`config.mk`:
```
export PLATFORM = sky130hd
export DESIGN_NAME = gcd_command_sequencer
export DESIGN_NICKNAME = d
export VERILOG_FILES = /design/src/rtl/gcd_pkg.sv /design/src/rtl/gcd_tx_serializer.sv /design/src/rtl/gcd_command_sequencer.sv
export SDC_FILE = /design/constraint.sdc
export NUM_CORES = 1
export LEC_CHECK = 0
export CORE_MARGIN = 8
export CORE_UTILIZATION = 30
export CTS_BUF_LIST = sky130_fd_sc_hd__clkbuf_16
export CTS_CLUSTER_DIAMETER = 80
export CTS_CLUSTER_SIZE = 24
export DETAILED_ROUTE_END_ITERATION = 10
export PLACE_DENSITY_LB_ADDON = 0.12
export SYNTH_ARGS = -nofsm -noshare
export SYNTH_HDL_FRONTEND = slang
export SYNTH_SLANG_ARGS = --single-unit
```
`constraint.sdc`:
```
create_clock -name clk -period 3.6 [get_ports clk]
set_input_delay 0.54 -clock clk [delete_from_list [all_inputs] [get_ports clk]]
set_output_delay 0.54 -clock clk [all_outputs]
set_load 0.02 [all_outputs]
```
`src/rtl/gcd_pkg.sv`:
```
// Shared definitions for the GCD command sequencer: FSM states, command
// opcodes and the single-byte error reply.
package gcd_pkg;

  typedef enum logic [2:0] {
    IDLE,
    LOAD,
    START,
    WAIT,
    SEND,
    ERR
  } seqStateT;

  localparam logic [7:0] OP_LOAD_A = 8'h01;
  localparam logic [7:0] OP_LOAD_B = 8'h02;
  localparam logic [7:0] OP_RUN    = 8'h03;
  localparam logic [7:0] OP_STATUS = 8'h04;
  localparam logic [7:0] ERR_CODE  = 8'hEE;

endpackage

```
`src/rtl/gcd_tx_serializer.sv`:
```
// Byte serializer: captures up to WIDTH/8 bytes (right-aligned in loadData)
// and streams them MSB first over a valid/ready handshake.
module gcd_tx_serializer #(
  parameter int WIDTH = 32,
  parameter int CNT_W = $clog2(WIDTH / 8 + 1)
) (
  input  logic             clk,
  input  logic             reset,
  input  logic             load,
  input  logic [WIDTH-1:0] loadData,
  input  logic [CNT_W-1:0] loadCount,
  input  logic             txReady,
  output logic [7:0]       txData,
  output logic             txValid,
  output logic             lastXfer
);

  localparam int NBYTES = WIDTH / 8;

  logic [WIDTH-1:0] shiftReg;
  logic [CNT_W-1:0] remaining;

  // Left-align the payload on load so the first byte is always the top byte;
  // shift out one byte per accepted transfer.
  always_ff @(posedge clk or negedge reset) begin
    if (!reset) begin
      shiftReg  <= '0;
      remaining <= '0;
    end else if (load) begin
      shiftReg  <= loadData << (8 * (NBYTES - int'(loadCount)));
      remaining <= loadCount;
    end else if (txValid && txReady) begin
      shiftReg  <= shiftReg << 8;
      remaining <= remaining - CNT_W'(1);
    end
  end

  assign txData   = shiftReg[WIDTH-1 -: 8];
  assign txValid  = (remaining != '0);
  assign lastXfer = txValid && txReady && (remaining == CNT_W'(1));

endmodule

```
`src/rtl/gcd_command_sequencer.sv`:
```
// UART-style command front end for a GCD engine: loads operands byte-wise,
// launches the engine (or short-circuits zero operands), and returns the
// result, a status byte or an error code through a shared serializer.
module gcd_command_sequencer
  import gcd_pkg::*;
#(
  parameter int WIDTH          = 32,
  parameter int TIMEOUT_CYCLES = 120000
) (
  input  logic             clk,
  input  logic             reset,
  input  logic [7:0]       rx_data,
  input  logic             rx_valid,
  output logic [7:0]       tx_data,
  output logic             tx_valid,
  input  logic             tx_ready,
  output logic [WIDTH-1:0] gcd_a,
  output logic [WIDTH-1:0] gcd_b,
  output logic             gcd_start,
  input  logic             gcd_done,
  input  logic [WIDTH-1:0] gcd_result,
  output logic             busy
);

  localparam int NBYTES = WIDTH / 8;
  localparam int CNT_W  = $clog2(NBYTES + 1);
  localparam int TO_W   = $clog2(TIMEOUT_CYCLES + 1);

  seqStateT         state;
  seqStateT         stateNext;
  logic [WIDTH-1:0] opA;
  logic [WIDTH-1:0] opB;
  logic             aLoaded;
  logic             bLoaded;
  logic             timeoutFlag;
  logic             overrunFlag;
  logic             loadTargetB;
  logic             statusSend;
  logic [CNT_W-1:0] byteCnt;
  logic [WIDTH-1:0] loadShift;
  logic [WIDTH-1:0] loadShiftNext;
  logic [TO_W-1:0]  timeoutCnt;

  logic             serLoad;
  logic [WIDTH-1:0] serData;
  logic [CNT_W-1:0] serCount;
  logic             serLast;
  logic             startLoad;
  logic             shiftIn;
  logic             commit;
  logic             abortLoad;
  logic             rxDrop;
  logic             clearStatus;
  logic [7:0]       statusByte;

  assign loadShiftNext = (loadShift << 8) | WIDTH'(rx_data);
  assign statusByte    = {4'b0000, bLoaded, aLoaded, timeoutFlag, overrunFlag};
  assign rxDrop        = rx_valid && (state inside {START, WAIT, SEND, ERR});
  assign clearStatus   = (state == SEND) && statusSend && serLast;

  // Next-state decode and the one-cycle control strobes for the datapath.
  always_comb begin
    stateNext = state;
    serLoad   = 1'b0;
    serData   = '0;
    serCount  = '0;
    startLoad = 1'b0;
    shiftIn   = 1'b0;
    commit    = 1'b0;
    abortLoad = 1'b0;
    case (state)
      IDLE: begin
        if (rx_valid) begin
          case (rx_data)
            OP_LOAD_A, OP_LOAD_B: begin
              startLoad = 1'b1;
              stateNext = LOAD;
            end
            OP_RUN: begin
              if (!aLoaded || !bLoaded) begin
                serLoad   = 1'b1;
                serData   = WIDTH'(ERR_CODE);
                serCount  = CNT_W'(1);
                stateNext = ERR;
              end else if (opA == '0 || opB == '0) begin
                // gcd(x,0)=x, and gcd(0,0) is reported as 0.
                serLoad   = 1'b1;
                serData   = opA | opB;
                serCount  = CNT_W'(NBYTES);
                stateNext = SEND;
              end else begin
                stateNext = START;
              end
            end
            OP_STATUS: begin
              serLoad   = 1'b1;
              serData   = WIDTH'(statusByte);
              serCount  = CNT_W'(1);
              stateNext = SEND;
            end
            default: begin
              serLoad   = 1'b1;
              serData   = WIDTH'(ERR_CODE);
              serCount  = CNT_W'(1);
              stateNext = ERR;
            end
          endcase
        end
      end
      LOAD: begin
        if (rx_valid) begin
          shiftIn = 1'b1;
          if (byteCnt == CNT_W'(NBYTES - 1)) begin
            commit    = 1'b1;
            stateNext = IDLE;
          end
        end else if (timeoutCnt == TO_W'(TIMEOUT_CYCLES - 1)) begin
          abortLoad = 1'b1;
          stateNext = IDLE;
        end
      end
      START: stateNext = WAIT;
      WAIT: begin
        if (gcd_done) begin
          serLoad   = 1'b1;
          serData   = gcd_result;
          serCount  = CNT_W'(NBYTES);
          stateNext = SEND;
        end
      end
      SEND, ERR: begin
        if (serLast) stateNext = IDLE;
      end
      default: stateNext = IDLE;
    endcase
  end

  // FSM state register.
  always_ff @(posedge clk or negedge reset) begin
    if (!reset) state <= IDLE;
    else        state <= stateNext;
  end

  // Operand assembly: byte counter, shift register and inter-byte timer.
  always_ff @(posedge clk or negedge reset) begin
    if (!reset) begin
      loadTargetB <= 1'b0;
      byteCnt     <= '0;
      loadShift   <= '0;
      timeoutCnt  <= '0;
    end else if (startLoad) begin
      loadTargetB <= (rx_data == OP_LOAD_B);
      byteCnt     <= '0;
      loadShift   <= '0;
      timeoutCnt  <= '0;
    end else if (shiftIn) begin
      loadShift   <= loadShiftNext;
      byteCnt     <= byteCnt + CNT_W'(1);
      timeoutCnt  <= '0;
    end else if (state == LOAD) begin
      timeoutCnt  <= timeoutCnt + TO_W'(1);
    end
  end

  // Holding registers change only on a complete load, never on abort or RUN.
  always_ff @(posedge clk or negedge reset) begin
    if (!reset) begin
      opA     <= '0;
      opB     <= '0;
      aLoaded <= 1'b0;
      bLoaded <= 1'b0;
    end else if (commit) begin
      if (loadTargetB) begin
        opB     <= loadShiftNext;
        bLoaded <= 1'b1;
      end else begin
        opA     <= loadShiftNext;
        aLoaded <= 1'b1;
      end
    end
  end

  // Sticky error flags; a new event in the clearing cycle wins over the clear.
  always_ff @(posedge clk or negedge reset) begin
    if (!reset) begin
      timeoutFlag <= 1'b0;
      overrunFlag <= 1'b0;
      statusSend  <= 1'b0;
    end else begin
      if (abortLoad)        timeoutFlag <= 1'b1;
      else if (clearStatus) timeoutFlag <= 1'b0;
      if (rxDrop)           overrunFlag <= 1'b1;
      else if (clearStatus) overrunFlag <= 1'b0;
      if (state == IDLE && rx_valid) statusSend <= (rx_data == OP_STATUS);
    end
  end

  gcd_tx_serializer #(
    .WIDTH (WIDTH),
    .CNT_W (CNT_W)
  ) txSer (
    .clk       (clk),
    .reset     (reset),
    .load      (serLoad),
    .loadData  (serData),
    .loadCount (serCount),
    .txReady   (tx_ready),
    .txData    (tx_data),
    .txValid   (tx_valid),
    .lastXfer  (serLast)
  );

  assign gcd_a     = opA;
  assign gcd_b     = opB;
  assign gcd_start = (state == START);
  assign busy      = (state != IDLE);

endmodule
```
### Yosys cells after proc, flatten, opt, wreduce, memory -nomap -nowiden

Index checks and enable logic that the tools add are counted.

| word-level totals | value |
|---|---|
| register bits after elaboration | 152 |
| bits of input ports | 45 |
| output and inout bits | 75 |

| operators by class | value |
|---|---|
| add/subtract/negate cells | 4 |
| eq/ne operators | 17 |
| shifts and indexed selects | 1 |
| muxes and demuxes | 53 |
| bitwise gates (word level) | 3 |
| reductions and logical operators | 26 |

Operator list:

| kind | number |
|---|---|
| $mux W32 | 6 |
| $pmux W32 S3 | 1 |
| $logic_not A32 Y1 | 2 |
| $pmux W32 S2 | 1 |
| $mux W17 | 3 |
| $mux W24 | 2 |
| $mux W3 | 16 |
| $or A32 B32 Y32 | 1 |
| $or A32 B8 Y32 | 1 |
| $shl A32 B32 Y32 | 1 |
| $mux W1 | 18 |
| $add A17 B1 Y17 const B | 1 |
| $eq A17 B17 Y1 const B | 1 |
| $eq A8 B2 Y1 const B | 2 |
| $pmux W3 S5 | 1 |
| $pmux W3 S2 | 2 |
| $eq A3 B2 Y1 const B | 3 |
| $pmux W3 S3 | 1 |
| $reduce_bool A3 Y1 | 3 |
| $eq A8 B1 Y1 const B | 1 |
| $eq A8 B3 Y1 const B | 1 |
| $reduce_bool A2 Y1 | 4 |
| $eq A3 B1 Y1 const B | 2 |
| $eq A3 B3 Y1 const B | 2 |
| 15 further kinds | 28 |

### Logic depth before layout (Yosys ltp)

Gate-level depths: netlist of the first run.

| depth | value |
|---|---|
| depth after elaboration | 10 |
| gate-level depth with buffers | 15 |
| mapped depth without buffers | 12 |

### Hierarchy

From an unflattened synthesis of the first run, not the netlist that was laid out.

| unflattened totals | value |
|---|---|
| cells, all modules | 793 |
| area total of the unflattened synthesis | 7,907.6 µm² |

By module, submodules not included:

| module | instances | cells each | area an instance (µm²) |
|---|---|---|---|
| gcd_command_sequencer | 1 | 545 | 5,657.9 |
| gcd_tx_serializer | 1 | 248 | 2,249.7 |

### Worst setup path before layout of the first run

Ideal clock, no wire load.

| timing path | value |
|---|---|
| path type | input-to-reg |
| start | input rx_data[5] |
| end | register txSer.shiftReg[25] |
| setup time | 0.126 ns |
| arrival | 3.349 ns |
| data required time | 3.474 ns |
| slack | 0.125 ns |
| cell stages on the path | 13 |
| buffers on the path | 2 |
| cell sequence | or4_4 > or4_4 > nor2_4 > buf_6 > nand2_2 > nand2_1 > ha_1 > nand3_1 > nor2_1 > a31oi_4 > buf_6 > a21oi_2 > o32a_1 |

| between the ends | value |
|---|---|
| cells in the longest elaborated chain, start to end | 8 |

RTL lines:

| element | line | RTL |
|---|---|---|
| start: declaration | gcd_command_sequencer.sv:12 | `input logic [7:0] rx_data,` |
| $eq A8 B2 Y1 / $eq A8 B1 Y1 (equally long branches) | gcd_command_sequencer.sv:74 | `case (rx_data)` |
| $reduce_or A2 Y1 | gcd_command_sequencer.sv:74 |  |
| $pmux W3 S2 | gcd_command_sequencer.sv:74 |  |
| $mux W3 | gcd_command_sequencer.sv:73 | `if (rx_valid) begin` |
| $pmux W3 S2 | gcd_command_sequencer.sv:71 | `case (state)` |
| $sub A3 B3 Y4 | gcd_tx_serializer.sv:30 | `shiftReg <= loadData << (8 * (NBYTES - int'(loadCount)));` |
| $shl A32 B32 Y32 | gcd_tx_serializer.sv:30 |  |
| $mux W32 | gcd_tx_serializer.sv:29 | `end else if (load) begin` |
| end signal: assignment | gcd_tx_serializer.sv:30 |  |
| end signal: assignment | gcd_tx_serializer.sv:33 | `shiftReg <= shiftReg << 8;` |
| end: declaration | gcd_tx_serializer.sv:20 | `logic [WIDTH-1:0] shiftReg;` |

Parallel ways exist; a longest one is shown, timed or not.
A chain may end at the register's enable or synchronous reset.

### Worst setup path after layout of the first run

| timing path | value |
|---|---|
| start | input rx_data[5] |
| end | register txSer.shiftReg[28] |

Same word-level chain as after synthesis.

==> flow_summary.toml, run 1 <==
[detailed_routing]
via_count = 6236
post_drt_wl_per_cell_um = 21.4
first_iter_violations = 468
first_pass_iters = 5
finalWirelength_um = 25700
ant_nets = 0
drc = 0
vias_per_cell = 5.19

[worst_setup_path]
reg2reg_depth = 12
cp.arrival_ns = 3.72
reg2reg_slack_ns = 0.58
critPathCaptureType = "flip-flop"
startpoint_type = "input pin"
cp_max_fo = 9
crit_type = "input pin to flip-flop"
crit_required_ns = 3.91

[cts]
insertion_delay_ns = 0.43
ctsResizeCount = 0
cts_tree = "built"
post_cts.repair.setup_buffers = 0
cts_root_buf = "clkbuf_16"
numCtsBuffers = 17
cts.htree.levels = 4
clkSinkCount = 152
clk_pin_slew_ns = 0.07
clockBufferDepth = 2
cts_hold_buf = 0

[synth]
ys_async_sr_fraction_pct = 100
synth_cells = 729
synth_ff_type = "dfrtp_1"
synth_top_area_share_pct = 50.8
ys_seq_area_share_pct = 50.8
yosys_warnings = 0
yosysUniqueCellTypes = 63
synth_nets = 781
ys_ff_latch = 152
synth_edf_count = 0
synth_area_per_cell_um2 = 10.3
yosys-top-cells-area = "dfrtp_1 (51%), mux2_2 (9.5%), nand2_1 (5.4%)"
yosys.area.top_type = "dfrtp_1"
syn_area_mm2 = 0.00749

[global_routing]
grt_pass1_wl_um = 40000
grt_overflow = 0
antenna_found_initial = 1
grt_max_degree = 70
grt_usage_pct = 17.2
grt_pass1_vias = 6561

[cells_and_area]
stdcell_count = 1202
n_antenna_cell = 0
syn_to_final_growth_pct = 30.5
final_core_util_pct = 39.3
fin_nets = 911
fill_cells = 2471
drive_gt1_share_pct = 20.2

[floorplan]
rows = 58
die_w_um = 174
core-area_mm2 = 0.0248
dieArea_mm2 = 0.0303
start_util_pct = 30.2
die_y_um = 174
top_level_ports = 120

[timing]
period_share_pct = 94.6
finalClockSkew_ns = 0.0129
setup_tns_ns = 0
setup_slack_ns = 0.194
drv_slew = 0
worst_pin_slew_ns = 0.698
timing_hold_violations_final = 0
rsz0062_at_grt = "false"
max_clock_freq_mhz = 294
period_minus_slack_ns = 3.41
setup_viol = 0
relSlewSlack_pct = 53.5

[place]
place_congestion = 0.848
dp_cells = 1170
port_buffers = 119
dp_hpwl_um = 19500
dpl_worst_slack_ns = -0.265

[power]
p_comb_share_pct = 33.9
p_leak_nw = 4.17
powerDensity_mw_per_mm2 = 700
cell_internal_pwr_mw = 4.12
clkPwrFrac_pct = 26.2
p_switching_mw = 2.71
seqPwrFrac_pct = 39.8
ir_drop_mv = 0.305
switching_share_pct = 39.7

[job]
drv_cap = 0

[worst_hold_path]
hold_path_class = "input pin to async pin"

[status]
status = "finished, final reports clean"
layout make-up:
cell class / instances / area [um2] / area share, %
clock buffers: 17 / 425 / 4.36
clock inverters: 15 / 169 / 1.73
inverters: 9 / 33.8 / 0.346
multi-input cells: 517 / 3390 / 34.7
flip-flops and latches: 152 / 3800 / 38.9
well taps: 330 / 413 / 4.23
repair buffers: 162 / 1530 / 15.6
routing by layer:
layer  up-vias  global-route usage (%)  wire [um]
li1       2876                       -          -
met1      3169                    23.2      12100
met2       156                    26.1      11700
met3        33                    4.97       1410
met4         2                    5.59        541
met5         -                       0         13
path summary, 6_finish.rpt:
path,from,end
min in group clk,txSer.shiftReg[1],txSer.shiftReg[1]
max reg2reg,gcd_a[16],txSer.shiftReg[28]
max,rx_data[5],txSer.shiftReg[28]
min,reset,txSer.shiftReg[29]
max in group asynchronous,reset,loadShift[22]
min reg2reg,txSer.shiftReg[1],txSer.shiftReg[1]
power by group through the flow:
stage | clock network, mW | registers [mW] | logic, mW
after global placement | 0 | 2.73 | 2.29
after global routing | 1.91 | 2.79 | 2.52
after floorplan | 0 | 2.66 | 1.33
after CTS | 1.82 | 2.72 | 2.35
final | 1.79 | 2.72 | 2.32
after detailed placement | 0 | 2.75 | 2.34
through the flow:
step | power (mW) | hold slack, ns | cell area, um2
after floorplan | 3.98 | 0.244 | 7490
after global placement | 5.02 | 0.468 | 9170
after detailed placement | 5.09 | 0.468 | 9170
after CTS | 6.89 | 0.137 | 9770
after global routing | 7.22 | 0.161 | 9770
final | 6.83 | 0.103 | 9770
Yosys cell counts, types with 3 or more instances:
| cell | count |
|---|---|
| ha_1 | 7 |
| buf_4 | 9 |
| mux2_2 | 63 |
| a21o_1 | 5 |
| nor4_1 | 19 |
| or3_1 | 4 |
| a21oi_1 | 38 |
| nor2_1 | 76 |
| o22ai_1 | 3 |
| clkbuf_1 | 22 |
| nand3_1 | 9 |
| a21oi_2 | 19 |
| a22o_1 | 8 |
| o21ai_0 | 18 |
| nand2b_1 | 5 |
| o2111ai_1 | 3 |
| nand4_1 | 9 |
| buf_6 | 3 |
| inv_1 | 9 |
| dfrtp_1 | 152 |
| nor3_1 | 9 |
| buf_2 | 12 |
| o32a_1 | 3 |
| nand2_1 | 108 |
| buf_1 | 4 |
| a22oi_1 | 7 |
| xor2_1 | 9 |
| o21a_1 | 3 |
| a311oi_1 | 6 |
| o211ai_1 | 23 |
| o22a_1 | 18 |
| xnor2_1 | 6 |
cells by family after synthesis:
kind of cell    count (synthesis)  share of synthesized area [%]
flops                         152                           50.8
fa+ha+maj                       7                           1.17
buf+inv                        60                           3.98
mux                            64                           9.61
xor+xnor                       15                           1.76
simple gates                  263                           16.5
compound gates                168                           16.2
sequential cells by signal, indices dropped and copies added (netlist names), 3 cells and up:
register         flops
txSer.remaining      3
timeoutCnt          17
byteCnt              3
state                3
gcd_a               32
txSer.shiftReg      32
loadShift           24
gcd_b               32
critical path, cell delays in order:
cell             delay, ns
clkdlybuf4s50_1       0.42
or4_4                 0.59
or4_4                 0.54
nor2_4                0.14
nand2_2               0.07
nand2_1               0.08
ha_1                  0.24
nand3_1               0.20
nor2_1                0.12
a31oi_4               0.28
buf_4                 0.26
a21oi_2               0.05
o22a_1                0.19
layout by cell type (no fill, tap or decap), types with 3 or more instances in the layout:
cell / n
nor3_1: 9
nor4_1: 19
clkinv_8: 4
nand2b_1: 5
a311oi_1: 6
a21o_1: 5
nand3_1: 9
or3_1: 4
clkdlybuf4s50_1: 118
xor2_1: 9
o2111ai_1: 3
a21oi_2: 19
a21oi_1: 38
xnor2_1: 6
dfrtp_1: 152
inv_6: 6
inv_8: 3
buf_4: 42
nand2_1: 108
nor2_1: 75
ha_1: 7
o32a_1: 3
a22o_1: 8
inv_1: 9
o21ai_0: 18
nand4_1: 9
o21a_1: 3
a22oi_1: 7
o211ai_1: 23
clkbuf_16: 17
o22a_1: 18
mux2_2: 63
No activity file was read; power rests on OpenSTA's default activity.
==> run 2: changes to the inputs <==
==> constraint.sdc (replaced) <==
create_clock -name clk -period 3.6 [get_ports clk]
set_input_delay 1.08 -clock clk [delete_from_list [all_inputs] [get_ports clk]]
set_output_delay 1.08 -clock clk [all_outputs]
set_load 0.02 [all_outputs]
==> run 2 against run 1 <==
  * Clock skew decreased by 0.0020 ns
  * Utilization increased by 0.75 points
  * Critical path depth increased by 2
  * Cell area increased by 1.9%
  * Non-clock buffer count increased by 7
  * Clock power decreased by 4%
  * Clock-buffer cell count unchanged
  * Sequential cell count unchanged
  * Via count increased by 0.85%
  * Sequential share of layout area decreased by 0.73 points
  * Die area unchanged
  * Highest routed layer is now met4
==> flow_summary.toml, run 2 (synthesis gave the netlist of run 1 again) <==
[worst_setup_path]
reg2reg_slack_ns = 0.69
startpoint_type = "input pin"
r2r-start = "gcd_a[0]"
crit_type = "input pin to flip-flop"
cp_max_fo = 8
reg2reg_depth = 8
cp.arrival_ns = 3.73
rr_endpoint = "txSer.shiftReg[27]"
critPathCaptureType = "flip-flop"
crit_required_ns = 3.92

[power]
p_leak_nw = 4.27
powerDensity_mw_per_mm2 = 684
total_power_mw = 6.81
ir_drop_mv = 0.370

[floorplan]
dieArea_mm2 = 0.0303
die_w_um = 174
die_y_um = 174
start_util_pct = 30.2
core-area_mm2 = 0.0248
rows = 58
top_level_ports = 120

[cts]
cts_tree = "built"
clkSinkCount = 152
cts_root_buf = "clkbuf_16"
insertion_delay_ns = 0.43
cts.htree.levels = 4
numCtsBuffers = 17
clk_pin_slew_ns = 0.07
clockBufferDepth = 2
cts_hold_buf = 0

[cells_and_area]
design_area_mm2 = 0.00995
syn_to_final_growth_pct = 32.9
final_common_cell = "dfrtp_1"
fill_cells = 2477
n_antenna_cell = 0
mostFrequentLayoutCells = "dfrtp_1 (152), clkdlybuf4s50_1 (114), nand2_1 (106), nor2_1 (73), mux2_2 (63)"
drive_gt1_share_pct = 21.6
stdcell_count = 1209
final_core_util_pct = 40.1
fin_nets = 918

[global_routing]
grt_pass1_wl_um = 40200
grt_overflow = 0
grt_usage_pct = 17.2
antenna_found_initial = 0
grt_max_degree = 68
grt_pass1_vias = 6564

[detailed_routing]
finalWirelength_um = 25900
vias_per_cell = 5.20
via_count = 6289
drc = 0
first_iter_violations = 549
ant_nets = 0
first_pass_iters = 5
post_drt_wl_per_cell_um = 21.4

[job]
drv_cap = 0

[place]
dp_cells = 1175
dp_hpwl_um = 19500
port_buffers = 119
place_congestion = 0.821
postPlaceCellArea_mm2 = 0.00931
dpl_worst_slack_ns = -0.619

[status]
status = "finished, final reports clean"

[worst_hold_path]
hold_depth = 1
worstHoldEndpoint = "txSer.shiftReg[1]"
hold_path_class = "flip-flop to flip-flop"
hold_path.startpoint = "txSer.shiftReg[1]"

[timing]
finalClockSkew_ns = 0.0109
worst_pin_slew_ns = 0.565
timing_hold_violations_final = 0
setup_viol = 0
max_clock_freq_mhz = 293
rsz0062_at_grt = "false"
period_minus_slack_ns = 3.42
finalHoldWorstSlack_ns = 0.481
relSlewSlack_pct = 62.1
setup_tns_ns = 0
drv_slew = 0
setup_slack_ns = 0.185
period_share_pct = 94.9
-- run 2: changes by cell type in the layout (fill, tap and decap cells not counted), moves of 2 or more --
cell             previous run  this run
buf_12                      1         7
clkdlybuf4s50_1           118       114
clkinv_8                    4         0
dlymetal6s2s_1              0         4
nand2_4                     0         3
inv_6                       6         4
inv_8                       3         5
nand2_1                   108       106
nor2_1                     75        73
nor2_4                      2         4
-- run 2: how the worst max path moves through the flow --
stage,depth (start not counted),start,endpoint
5_1_grt,16,rx_data[3],txSer.shiftReg[28]
3_5_place_dp,13,rx_data[4],txSer.shiftReg[28]
2_1_floorplan,13,rx_data[6],txSer.shiftReg[25]
3_3_place_gp,13,rx_data[4],txSer.shiftReg[28]
6_report,15,rx_data[0],txSer.shiftReg[13]
4_1_cts,14,rx_data[4],txSer.shiftReg[28]
-- run 2: report_power, final --
group	leakage [nW]	internal [mW]	switching (mW)
Clock	0.276	0.912	0.804
Sequential	2.01	2.18	0.536
Combinational	1.99	1.04	1.33
Total	4.27	4.13	2.67
-- run 2: routing by layer --
layer / up-vias / routed length (um) / global-route usage (%)
met4: 0 / 440 / 5.02
li1: 2889 / - / -
met1: 3195 / 12000 / 23.3
met5: - / 0 / 0
met3: 28 / 1350 / 4.14
met2: 177 / 12100 / 26.8
-- run 2: critical path, cell delays in order --
cell and delay [ns]:
clkdlybuf4s50_1 0.55, nand4_1 0.18, or4_4 0.60, nor2_4 0.16, nand2_4 0.07, nand2_4 0.07
ha_4 0.14, nor2_4 0.04, nand3_4 0.13, nor2_4 0.05, a31oi_4 0.16, buf_12 0.16
buf_12 0.13, a21oi_2 0.03, o22a_1 0.19
-- run 2: final cells by class --
cell class / instances / area [um2] / share of cell area (%)
clock inverter: 15 / 134 / 1.35
multi-input combinational: 517 / 3460 / 34.8
sequential: 152 / 3800 / 38.2
clock buffer: 17 / 425 / 4.27
tap: 330 / 413 / 4.15
inverter: 9 / 33.8 / 0.339
timing repair buffer: 169 / 1680 / 16.9
-- run 2: repair_timing --
item                       4_1_cts  5_1_grt
setup endpoints to repair       23       18
cloned                           0        1
gates resized for setup          3        8
setup buffers                    1        0
pin swaps                        1       10
==> run 3: changes to the inputs <==
--- a/config.mk
+++ b/config.mk
@@ -5,6 +5,7 @@
 export SDC_FILE = /design/constraint.sdc
 export NUM_CORES = 1
 export LEC_CHECK = 0
+export ABC_CLOCK_PERIOD_IN_PS = 3600
 export CORE_MARGIN = 8
 export CORE_UTILIZATION = 30
 export CTS_BUF_LIST = sky130_fd_sc_hd__clkbuf_16
==> results of run 3 <==
Same layout as run 2: the final DEF is identical, and so are final timing and power.
